## config.mk

```make
export PLATFORM = sky130hd
export DESIGN_NAME = freq_synth_gen
export DESIGN_NICKNAME = d
export VERILOG_FILES = /design/src/rtl/freq_meter_pkg.sv /design/src/rtl/freq_word_div.sv /design/src/rtl/freq_synth_gen.sv
export SDC_FILE = /design/constraint.sdc
export NUM_CORES = 1
export LEC_CHECK = 0
export BUFFER_PORTS_ARGS = -buffer_cell sky130_fd_sc_hd__buf_2
export CAP_MARGIN = 30
export CORE_MARGIN = 3
export CORE_UTILIZATION = 50
export CTS_CLUSTER_DIAMETER = 150
export DETAILED_ROUTE_END_ITERATION = 10
export PLACE_DENSITY = 0.69
export SETUP_SLACK_MARGIN = 0.2
export SYNTH_ARGS = -nofsm -noshare
export SYNTH_HDL_FRONTEND = slang
export SYNTH_SLANG_ARGS = --single-unit
```

## constraint.sdc

```tcl
create_clock -name CLK -period 5.3 [get_ports CLK]
set_clock_uncertainty 0.1 [all_clocks]
set_input_delay 1.06 -clock CLK [delete_from_list [all_inputs] [get_ports CLK]]
set_output_delay 1.06 -clock CLK [all_outputs]
set_load 0.02 [all_outputs]
```

## src/rtl/freq_meter_pkg.sv

```systemverilog
// Shared types and constants for the frequency meter and its test-frequency generator.
package freq_meter_pkg;

    localparam int CLK_HZ_DEFAULT = 50_000_000;
    localparam int FREQ_W         = 30;

    typedef logic [FREQ_W-1:0] freq_t;

    typedef enum logic [1:0] {
        IDLE,
        CALC,
        RUN
    } fsm_state_e;

endpackage

```

## src/rtl/freq_word_div.sv

```systemverilog
// Sequential shift-subtract divider: w = floor(f * 2^ACC_W / CLK_HZ), one quotient bit per cycle.
// FREQ_GEN_ROUND_EN adds one iteration and rounds the word to nearest.
module freq_word_div
    import freq_meter_pkg::*;
#(
    parameter int CLK_HZ    = CLK_HZ_DEFAULT,
    parameter int ACC_W     = 32,
    parameter int FRAC_ITER = ACC_W
) (
    input  logic              CLK,
    input  logic              RST,
    input  logic              start,
    input  logic [FREQ_W-1:0] f,
    output logic              done,
    output logic [ACC_W-1:0]  w
);

`ifdef FREQ_GEN_ROUND_EN
    localparam int ITER = FRAC_ITER + 1;
`else
    localparam int ITER = FRAC_ITER;
`endif
    localparam int REM_W = $clog2(CLK_HZ) + 1;
    localparam int CNT_W = $clog2(ITER + 1);
    localparam logic [REM_W-1:0] DIVISOR = REM_W'(CLK_HZ);

    logic [REM_W-1:0] rem;
    logic [REM_W-1:0] rem_sh;
    logic [ITER-1:0]  quo;
    logic [CNT_W-1:0] cnt;
    logic             active;

    // rem < CLK_HZ always, so the doubled value still fits in REM_W bits
    assign rem_sh = rem << 1;
    assign done   = active && (cnt == CNT_W'(ITER));

    // NOTE: sequential state uses non-blocking assignments so every register
    // samples the pre-edge values; blocking here would chain iterations.
    always_ff @(posedge CLK) begin
        if (RST) begin
            rem    <= '0;
            quo    <= '0;
            cnt    <= '0;
            active <= 1'b0;
        end else if (start) begin
            rem    <= REM_W'(f);
            quo    <= '0;
            cnt    <= '0;
            active <= 1'b1;
        end else if (active) begin
            if (done) begin
                active <= 1'b0;
            end else begin
                if (rem_sh >= DIVISOR) begin
                    rem <= rem_sh - DIVISOR;
                    quo <= {quo[ITER-2:0], 1'b1};
                end else begin
                    rem <= rem_sh;
                    quo <= {quo[ITER-2:0], 1'b0};
                end
                cnt <= cnt + 1'b1;
            end
        end
    end

`ifdef FREQ_GEN_ROUND_EN
    localparam logic [ACC_W:0] W_SAT = (ACC_W+1)'(1) << (ACC_W - 1);
    logic [ACC_W:0] w_sum;

    // The extra quotient bit is the half-LSB; add it and cap at half scale
    assign w_sum = {1'b0, ACC_W'(quo >> 1)} + (ACC_W+1)'(quo[0]);
    assign w     = (w_sum > W_SAT) ? W_SAT[ACC_W-1:0] : w_sum[ACC_W-1:0];
`else
    assign w = ACC_W'(quo);
`endif

endmodule

```

## src/rtl/freq_synth_gen.sv

```systemverilog
// Programmable square-wave source: tuning word from freq_word_div drives a phase
// accumulator whose MSB is Fx_Out; Edge_Cnt counts Fx_Out rising edges per applied word.
module freq_synth_gen
    import freq_meter_pkg::*;
#(
    parameter int CLK_HZ    = CLK_HZ_DEFAULT,
    parameter int ACC_W     = 32,
    parameter int FRAC_ITER = ACC_W
) (
    input  logic              CLK,
    input  logic              RST,
    input  logic              Load,
    input  logic [FREQ_W-1:0] Freq_Hz,
    output logic              Busy,
    output logic              Clamped,
    output logic [ACC_W-1:0]  Tuning_Word,
    output logic              Fx_Out,
    output logic [31:0]       Edge_Cnt
);

    localparam freq_t F_MAX = FREQ_W'(CLK_HZ / 2);

    fsm_state_e       state, state_next;
    logic             start;
    logic             apply;
    logic             div_done;
    logic [ACC_W-1:0] div_w;
    logic [ACC_W-1:0] acc;
    logic             req_zero;
    logic             fx_next;
    freq_t            f_clamped;

    assign f_clamped = (Freq_Hz > F_MAX) ? F_MAX : Freq_Hz;

    freq_word_div #(
        .CLK_HZ   (CLK_HZ),
        .ACC_W    (ACC_W),
        .FRAC_ITER(FRAC_ITER)
    ) u_div (
        .CLK  (CLK),
        .RST  (RST),
        .start(start),
        .f    (f_clamped),
        .done (div_done),
        .w    (div_w)
    );

    always_ff @(posedge CLK) begin
        if (RST) state <= IDLE;
        else     state <= state_next;
    end

    // NOTE: every output of this block gets a default before the case, so no
    // path leaves a signal unassigned and no latch is inferred.
    always_comb begin
        state_next = state;
        start      = 1'b0;
        apply      = 1'b0;
        unique case (state)
            IDLE, RUN: begin
                if (Load) begin
                    state_next = CALC;
                    start      = 1'b1;
                end
            end
            CALC: begin
                if (div_done) begin
                    apply      = 1'b1;
                    state_next = req_zero ? IDLE : RUN;
                end
            end
            default: state_next = IDLE;
        endcase
    end

    assign Busy = (state == CALC);

    // While a new word is computed the waveform keeps running on the old one
    assign fx_next = ((state == IDLE) || (apply && req_zero)) ? 1'b0 : acc[ACC_W-1];

    always_ff @(posedge CLK) begin
        if (RST) begin
            acc         <= '0;
            Tuning_Word <= '0;
            Fx_Out      <= 1'b0;
            Edge_Cnt    <= '0;
            Clamped     <= 1'b0;
            req_zero    <= 1'b0;
        end else begin
            if (start) begin
                Clamped  <= (Freq_Hz > F_MAX);
                req_zero <= (Freq_Hz == '0);
            end

            if (apply && req_zero) begin
                acc         <= '0;
                Tuning_Word <= '0;
            end else if (apply) begin
                acc         <= acc + div_w;
                Tuning_Word <= div_w;
            end else if (state == IDLE) begin
                acc <= '0;
            end else begin
                acc <= acc + Tuning_Word;
            end

            Fx_Out <= fx_next;

            if (apply)
                Edge_Cnt <= '0;
            else if (fx_next && !Fx_Out && (Edge_Cnt != '1))
                Edge_Cnt <= Edge_Cnt + 1'b1;
        end
    end

endmodule

```

==> summary.txt, run 1 <==
Critical path
  – Worst EP arrival: 3610 ps
  – Critical Path Max Stage Delay: 640 ps
  – WP data required: 5490 ps
  – Crit path top cell by count: a21o_1
  – Critical Path, Cell by Cell: ha_1 > a21o_1 > a21o_1 > a211oi_1 > nor4_1 > nor3_1 > o21ai_0 > a21oi_1 > xor2_1 > o22ai_1
  – CP delay by family, top: compound AO/OA/AOI/OAI gates
  – Critical Path End Type: flop
  – Crit Path Max Fanout: 5
  – CP Launch Type: flop
  – Critical path class: reg -> reg
  – Slowest stage cell, crit path: a211oi_1
  – Bufs and invs on worst path: 0

Cells and area
  – Most frequent cells in the layout: nand2_1 (208), dfxtp_1 (166), a21oi_1 (154)
  – Non-Filler Instances: 1609
  – Layout cell share with drive strength beyond 1: 11.86%
  – Commonest non-fill, non-tap cell in the layout: nand2_1
  – Synth-to-layout area growth: 13.02%
  – Final instance area: 11120 um2
  – Final core occ: 58.47%
  – Fin nets: 1438
  – Antenna diodes: 0

Logic synthesis
  – Cells after Synth: 1260
  – Post-synth EDFFs: 0
  – Most used DFF post-synth: dfxtp_1
  – Synth async-reset ratio: 0%
  – Netlist Area Pre-Place: 9839 um2
  – Synth warn: 0
  – Post-synthesis net count: 1362
  – Unique masters post-synth: 66
  – #FFs+latches synth: 166
  – Seq/Total Area, Yosys: 33.77%
  – Mean Syn Cell Area: 7.809 um2

Pwr
  – Sequential power share: 48.4%
  – Sw Ratio: 26.74%
  – LEAKAGE: 4.751 nW
  – Int Power: 1.951 mW
  – Combinational power share: 6.7%
  – Clk pwr share: 45.0%
  – Peak VDD IR: 0.1610 mV
  – P_sw: 0.7121 mW
  – PD cells: 239.5 nW/um2

Timing
  – Worst-Margin Slew: 894.0 ps
  – F_max: 291.7 MHz
  – Final setup violation count: 0
  – Setup repair after global routing missed its margin: no
  – Sum of negative setup slack: 0 ps
  – Relative slew slack: 40.40%
  – Hold Slack: 376.0 ps
  – Final Max Tran Viols: 0
  – Final Hold Violating Endpoints: 0
  – Tcrit/Tclk final: 64.68%
  – Minimum clock period: 3428 ps

Clocking
  – Setup Fix Bufs, Post-CTS: 0
  – Clk buf depth: 2
  – Root buf cell: clkbuf_16
  – Total CTS buffers: 17
  – Post-cts gate resize count: 0
  – TritonCTS clock tree: built
  – Reg clk slew, reported paths: 70 ps
  – Cts hold-fix bufs: 0
  – Htree depth: 4
  – Worst-Skew Late Latency: 440 ps
  – Sink Count: 166

Floorplan
  – Die area: 21400 um2
  – Rows: 50
  – # IOs: 100
  – Die width: 146.3 um
  – Core area: 19020 um2
  – Die Ht: 146.3 um
  – Initial Util: 51.74%

Outcome
  – Status: finished, final reports clean

Routing
  – TritonRoute pass-1 iters: 5
  – DR iter-0 viols: 460
  – Final ANT Viol Nets: 0
  – DR WL/cell: 16.17 um
  – Residual DRC count: 0
  – Total Routed Length: 26.02 mm
  – Routed via count: 9196
  – Avg Vias per Cell: 5.715

Placed design
  – Placement-stage cell area: 10570 um2
  – Routability congestion estimate: 0.9078
  – PortBufs: 99
  – Cells after DPL: 1577
  – Hpwl dp: 18.46 mm

GRT
  – GRT overflow: 0
  – Initial antenna violation count: 0
  – Largest net degree at the start of global routing: 50
  – Number of global-route vias before repair: 8693
  – GRT Overall Usage: 23.78%
  – First-pass GRT wire length: 42.95 mm

Hold path
  – Hold WC Path Type: reg -> reg

Job
  – # Max-Cap Violations: 0
cell type report:
cell class	count	area (um2)
Clock buffer	18	439.2
Clock inverter	14	113.9
Fill cell	1870	7898
Inverter	28	105.1
Multi-Input combinational cell	1017	6246
Sequential cell	166	3323
Tap cell	260	325.3
Timing Repair Buffer	106	568.0
stage by stage:
step,total power [mW],setup slack (ps)
2_1_floorplan,1.425,2181
3_3_place_gp,1.486,1979
3_5_place_dp,1.492,1895
4_1_cts,2.683,1917
5_1_grt,2.766,1641
6_report,2.663,1872
logic make-up after synthesis:
group           after synthesis  synth area share [%]
flops                       166                 33.77
compound gates              352                 22.43
fa+ha+maj                    69                 8.927
mux                           2                0.2035
buf+inv                      77                 2.950
xor+xnor                    101                 8.990
simple gates                493                 22.72
tightest hold or removal path: stages (launching register included):
cell and delay, ps:
dfxtp_1 320, nand2_1 50, a21oi_1 50
cell usage after synthesis, types with 3 or more instances:
master / count / area share [%]
clkbuf_1: 36 / 1.4
nor3_1: 13 / 0.66
xnor2_1: 43 / 3.8
o21a_1: 6 / 0.46
nand3_1: 33 / 1.7
nor4_1: 10 / 0.64
nand4_1: 18 / 1.1
a2111oi_0: 3 / 0.27
a211oi_1: 15 / 1.1
o21ai_0: 42 / 2.1
buf_1: 12 / 0.46
or4_1: 3 / 0.23
and4_1: 5 / 0.45
dfxtp_1: 166 / 34
ha_1: 67 / 8.5
a21o_1: 41 / 3.1
o21bai_1: 5 / 0.38
a22oi_1: 10 / 0.76
a211o_1: 3 / 0.27
nand2_1: 208 / 7.9
o221ai_1: 8 / 0.71
a21oi_1: 154 / 7.8
or3_1: 7 / 0.45
nand2b_1: 16 / 1.0
a31oi_1: 7 / 0.45
a31o_2: 4 / 0.36
a221oi_1: 11 / 0.98
o22ai_1: 15 / 0.95
inv_1: 28 / 1.1
nor2_1: 128 / 4.9
and2_1: 10 / 0.64
and3_1: 17 / 1.1
xor2_1: 58 / 5.2
or2_2: 8 / 0.51
nor2b_1: 7 / 0.45
o32ai_1: 3 / 0.27
o31ai_1: 3 / 0.23
path summary, 6_finish.rpt:
kind,slack (ps),startpoint,end,depth (start not counted)
min reg2reg,380,Tuning_Word[0],Tuning_Word[0],2
max reg2reg,1870,u_div.w[1],acc[29],10
min,380,Tuning_Word[0],Tuning_Word[0],2
max,1870,u_div.w[1],acc[29],10
sequential cells by signal, summed over array words and instances, names as in the netlist:
signal / cells
Edge_Cnt: 32
Tuning_Word: 32
acc: 32
u_div.w: 32
u_div.rem: 26
u_div.cnt: 6
state: 2
Clamped: 1
Fx_Out: 1
req_zero: 1
u_div.active: 1
power by group through the flow:
stage / registers [mW] / logic, mW / clock network (mW)
after floorplan: 1.31 / 0.113 / 0
final: 1.29 / 0.178 / 1.20
after CTS: 1.29 / 0.177 / 1.22
after global placement: 1.32 / 0.171 / 0
after detailed placement: 1.32 / 0.176 / 0
after global routing: 1.29 / 0.196 / 1.28
routing by layer:
layer | part of all wire [%] | GRT usage [%] | wire length [um] | up-vias
met5 | 0 | 0 | 0 | -
met4 | 2.5 | 8.608 | 648 | 0
met3 | 5.2 | 4.500 | 1347 | 50
met2 | 47 | 38.87 | 12200 | 238
met1 | 45 | 31.45 | 11820 | 4295
li1 | - | - | - | 4613
(Power assumes the default switching activity.)
==> run 2, diff against run 1 <==
- PLACE_DENSITY: 0.69 -> 0.72
- clock period: 5.3 -> 2.9 ns (I/O delays scaled with it)
==> run 2 against run 1 <==
Sequential share of layout area down 2.7 points. Fmax up 23%. Critical path depth up 1. Sequential power up 83%. Combinational power up 120%. Utilization up 6.4 points. Cell count up 4.4%. Design area up 11%. Critical endpoint is now u_div.rem[14]. Largest power group unchanged.
==> summary.txt, run 2 (synthesized netlist as in run 1, its figures left out) <==
Placed design
  – Dpl ws: -209.1 ps
  – Hpwl dp: 19.72 mm
  – PortBufs: 99
  – Routability congestion estimate: 0.9378

Routing
  – Met3 wire length: 1.674 mm
  – Met1 WL: 12.29 mm
  – TritonRoute pass-1 iters: 7
  – Top sig layer: met4
  – DR iter-0 viols: 579
  – Residual DRC count: 0
  – Final ANT Viol Nets: 0
  – Avg Vias per Cell: 5.808
  – Routed via count: 9757
  – DR WL/cell: 16.68 um
  – Total Routed Length: 28.03 mm
  – Routed wl met2: 13.51 mm

Clocking
  – Clk buf depth: 2
  – Total CTS buffers: 17
  – Sink Count: 166
  – Htree depth: 4
  – Worst-Skew Late Latency: 430 ps
  – TritonCTS clock tree: built
  – Reg clk slew, reported paths: 70 ps
  – Root buf cell: clkbuf_16

Cells and area
  – Most frequent cells in the layout: nand2_1 (206), dfxtp_1 (151), a21oi_1 (145)
  – Synth-to-layout area growth: 25.33%
  – Antenna diodes: 0
  – Multi-input gate area: 6837 um2
  – Fillers: 1654
  – Layout cell share with drive strength beyond 1: 23.17%
  – Commonest non-fill, non-tap cell in the layout: nand2_1
  – Reg area: 3354 um2
  – Fin nets: 1509
  – Final core occ: 64.84%

Timing
  – Final worst slack: 112.2 ps
  – Final setup violation count: 0
  – Relative slew slack: 64.56%
  – Minimum clock period: 2788 ps
  – Sum of negative setup slack: 0 ps
  – Final Max Tran Viols: 0
  – Hold Slack: 303.6 ps
  – Final Hold Violating Endpoints: 0
  – Tcrit/Tclk final: 96.13%
  – Setup repair after global routing missed its margin: yes
  – Worst-Margin Slew: 527.5 ps
  – F_max: 358.7 MHz

Critical path
  – CP Launch Type: flop
  – Worst EP arrival: 3050 ps
  – Critical path class: reg -> reg
  – Critical Path End Type: flop
  – Crit Path Max Fanout: 3
  – WP data required: 3160 ps

Floorplan
  – Die area: 21400 um2
  – Die width: 146.3 um
  – Core area: 19020 um2
  – # IOs: 100
  – Die Ht: 146.3 um
  – Initial Util: 51.74%
  – Rows: 50

Outcome
  – Status: finished, final reports clean

GRT
  – GRT Overall Usage: 24.82%
  – Number of global-route vias before repair: 9125
  – Initial antenna violation count: 0
  – Largest net degree at the start of global routing: 34
  – First-pass GRT wire length: 44.62 mm
  – GRT overflow: 0

Hold path
  – Hold WC Path Type: in -> reg

Pwr
  – PD cells: 413.4 nW/um2
  – Pwr Total: 5.097 mW
  – LEAKAGE: 5.232 nW
  – Peak VDD IR: 0.4184 mV

Job
  – # Max-Cap Violations: 0
[run 2: final timing paths]
path | to | startpoint | depth (start not counted) | slack (ps)
worst max-delay path | u_div.rem[14] | u_div.rem[7] | 11 | 110
worst min-delay path | u_div.rem[3] | Freq_Hz[3] | 3 | 300
worst max register to register | u_div.rem[14] | u_div.rem[7] | 11 | 110
worst min register to register | Tuning_Word[1] | Tuning_Word[1] | 2 | 380
[run 2: what timing repair did]
item	4_1_cts	5_1_grt
pin swaps	21	53
resized for setup	27	104
setup endpoints to repair	25	55
endpoints found under the hold margin	0	0
hold buffers	0	0
buffers inserted	10	11
[run 2: cell type report]
type | instances | share of cell area [%]
Clock buffer | 18 | 3.561
Clock inverter | 14 | 1.339
Inverter | 28 | 0.8726
Multi-Input combinational cell | 1017 | 55.44
Sequential cell | 166 | 27.20
Tap cell | 260 | 2.638
Timing Repair Buffer | 177 | 8.949
[run 2: metal layers]
layer / global-route usage, % / vias to the layer above
li1: - / 4765
met1: 31.94 / 4615
met2: 41.77 / 320
met3: 5.338 / 57
met4: 7.761 / 0
met5: 0 / -
[run 2: critical path, stage by stage (launching register included)]
cell      delay, ps
dfxtp_1         340
inv_2            90
ha_4            140
or4b_4          470
a31o_4          270
a221oi_4        310
o21a_1          270
a21oi_2          70
and3_4          200
xor2_1          140
nand2_1          90
a211oi_2        220
[run 2: per-stage QoR]
stage / area [um2] / cells
CTS: 11770 / 1669
global route: 12330 / 1680
floorplan: 9884 / 1260
detailed placement: 10970 / 1627
finish: 12330 / 1680
global placement: 10970 / 1627
[run 2: where the power goes]
group	switching, mW	internal [mW]
clock	1.03	1.32
sequential	0.0471	2.31
combinational	0.240	0.155
==> run 3, diff against run 2 <==
- PLACE_DENSITY: 0.72 -> 0.8
- SETUP_SLACK_MARGIN: 0.2 -> unset
==> run 3 against run 2 <==
Setup slack got worse by 47 ps. Die area is the same. Non-clock buffer count fell by 5. Critical path depth shrank 1. Clock power shrank 2%. Utilization decreased by 2.8 points. Cell count is 0.30% lower. Worst hold slack got worse by 4.2 ps. Design area down 4.4%. Critical path type unchanged. Highest routed layer unchanged.
==> summary.txt, run 3 (synthesized netlist as in run 1, its figures left out) <==
Placed design
  – Hpwl dp: 19.47 mm
  – PortBufs: 99
  – Routability congestion estimate: 0.9331
  – Cells after DPL: 1642

Routing
  – Residual DRC count: 0
  – DR WL/cell: 16.01 um
  – TritonRoute pass-1 iters: 5
  – Routed via count: 9610
  – Final ANT Viol Nets: 0
  – Total Routed Length: 26.82 mm
  – Avg Vias per Cell: 5.737
  – DR iter-0 viols: 617

Floorplan
  – Initial Util: 51.74%
  – Die area: 21400 um2
  – Core area: 19020 um2
  – Die Ht: 146.3 um
  – Die width: 146.3 um
  – # IOs: 100
  – Rows: 50

Cells and area
  – Fin nets: 1504
  – Non-Filler Instances: 1675
  – Synth-to-layout area growth: 19.86%
  – Antenna diodes: 0
  – Commonest non-fill, non-tap cell in the layout: nand2_1
  – Fillers: 1710
  – Most frequent cells in the layout: nand2_1 (208), dfxtp_1 (162), a21oi_1 (151)
  – Multi-input gate area: 6382 um2
  – Final core occ: 62.01%
  – Reg area: 3328 um2
  – Layout cell share with drive strength beyond 1: 17.46%

Hold path
  – Hold WC Path Type: in -> reg

Pwr
  – Combinational power share: 6.8%
  – P_sw: 1.397 mW
  – Sw Ratio: 27.94%
  – PD cells: 424.1 nW/um2
  – Clk pwr share: 46.2%
  – LEAKAGE: 5.154 nW
  – Peak VDD IR: 0.3592 mV
  – Int Power: 3.605 mW
  – Sequential power share: 47.0%

Clocking
  – Worst-Skew Late Latency: 440 ps
  – Clk buf depth: 2
  – Cts hold-fix bufs: 0
  – Sink Count: 166
  – TritonCTS clock tree: built
  – Htree depth: 4
  – Root buf cell: clkbuf_16
  – Total CTS buffers: 17
  – Reg clk slew, reported paths: 70 ps

Critical path
  – CP Launch Type: flop
  – Critical Path End Type: flop
  – Worst EP arrival: 3080 ps
  – Crit Path Max Fanout: 5
  – Critical path class: reg -> reg
  – WP data required: 3140 ps

GRT
  – Initial antenna violation count: 0
  – GRT overflow: 0
  – Largest net degree at the start of global routing: 39
  – Number of global-route vias before repair: 8909
  – GRT Overall Usage: 24.38%
  – First-pass GRT wire length: 43.66 mm

Timing
  – Setup repair after global routing missed its margin: yes
  – Hold Slack: 299.4 ps
  – Final Max Tran Viols: 0
  – Final setup violation count: 0
  – Tcrit/Tclk final: 97.76%
  – Final Hold Violating Endpoints: 0
  – Relative slew slack: 55.69%
  – Worst-Margin Slew: 657.7 ps
  – F_max: 352.7 MHz
  – Minimum clock period: 2835 ps

Job
  – # Max-Cap Violations: 0

Outcome
  – Status: finished, final reports clean
-- run 3: final timing paths --
path / slack, ps / startpoint / endpoint / cells after the start
max: 60 / u_div.cnt[0] / acc[30] / 10
max reg2reg: 60 / u_div.cnt[0] / acc[30] / 10
min reg2reg: 370 / Tuning_Word[7] / Tuning_Word[7] / 2
min: 300 / Freq_Hz[2] / u_div.rem[2] / 3
-- run 3: layout make-up --
class,instances,share of cell area [%]
repair buffers,172,8.848
inverters,28,0.8912
well taps,260,2.758
clock buffers,17,3.607
multi-input cells,1017,54.12
clock inverters,15,1.560
flip-flops and latches,166,28.22
-- run 3: per-stage QoR --
step / cell area, um2 / setup TNS (ps) / setup WS (ps) / power [mW]
after floorplan: 9842 / 0 / 24.55 / 2.604
after global routing: 11790 / -145.5 / -73.84 / 5.164
after CTS: 11690 / 0 / 11.77 / 5.034
after detailed placement: 11030 / -515.1 / -141.3 / 2.734
after global placement: 11030 / -247.8 / -122.3 / 2.727
final: 11790 / 0 / 64.97 / 5.002
-- run 3: metal layers --
metal	vias up	GRT usage [%]	part of all wire [%]
met3	61	4.997	6.3
li1	4770	-	-
met5	-	0	0
met4	0	7.902	2.5
met2	302	41.44	48
met1	4477	31.06	43
-- run 3: power groups by stage --
stage	Sequential, mW	Clock (mW)	Combinational [mW]
4_1_cts	2.35	2.35	0.332
6_report	2.35	2.31	0.338
2_1_floorplan	2.40	0	0.207
3_5_place_dp	2.40	0	0.330
3_3_place_gp	2.40	0	0.325
5_1_grt	2.36	2.44	0.370
-- run 3: critical path: stages, from the launching register on --
cell and delay (ps):
dfxtp_2 350, inv_1 60, ha_1 120, or4b_4 450, or3_4 370, a21o_4 250, and3_1 160, a222oi_1 360
and3_1 210, o32ai_1 80, a41o_1 210
-- run 3: timing repair --
action                     in CTS  in global routing
pin swaps                       1                 12
setup endpoints to repair       6                 15
buffers inserted                0                  1
gates resized for setup        11                 23
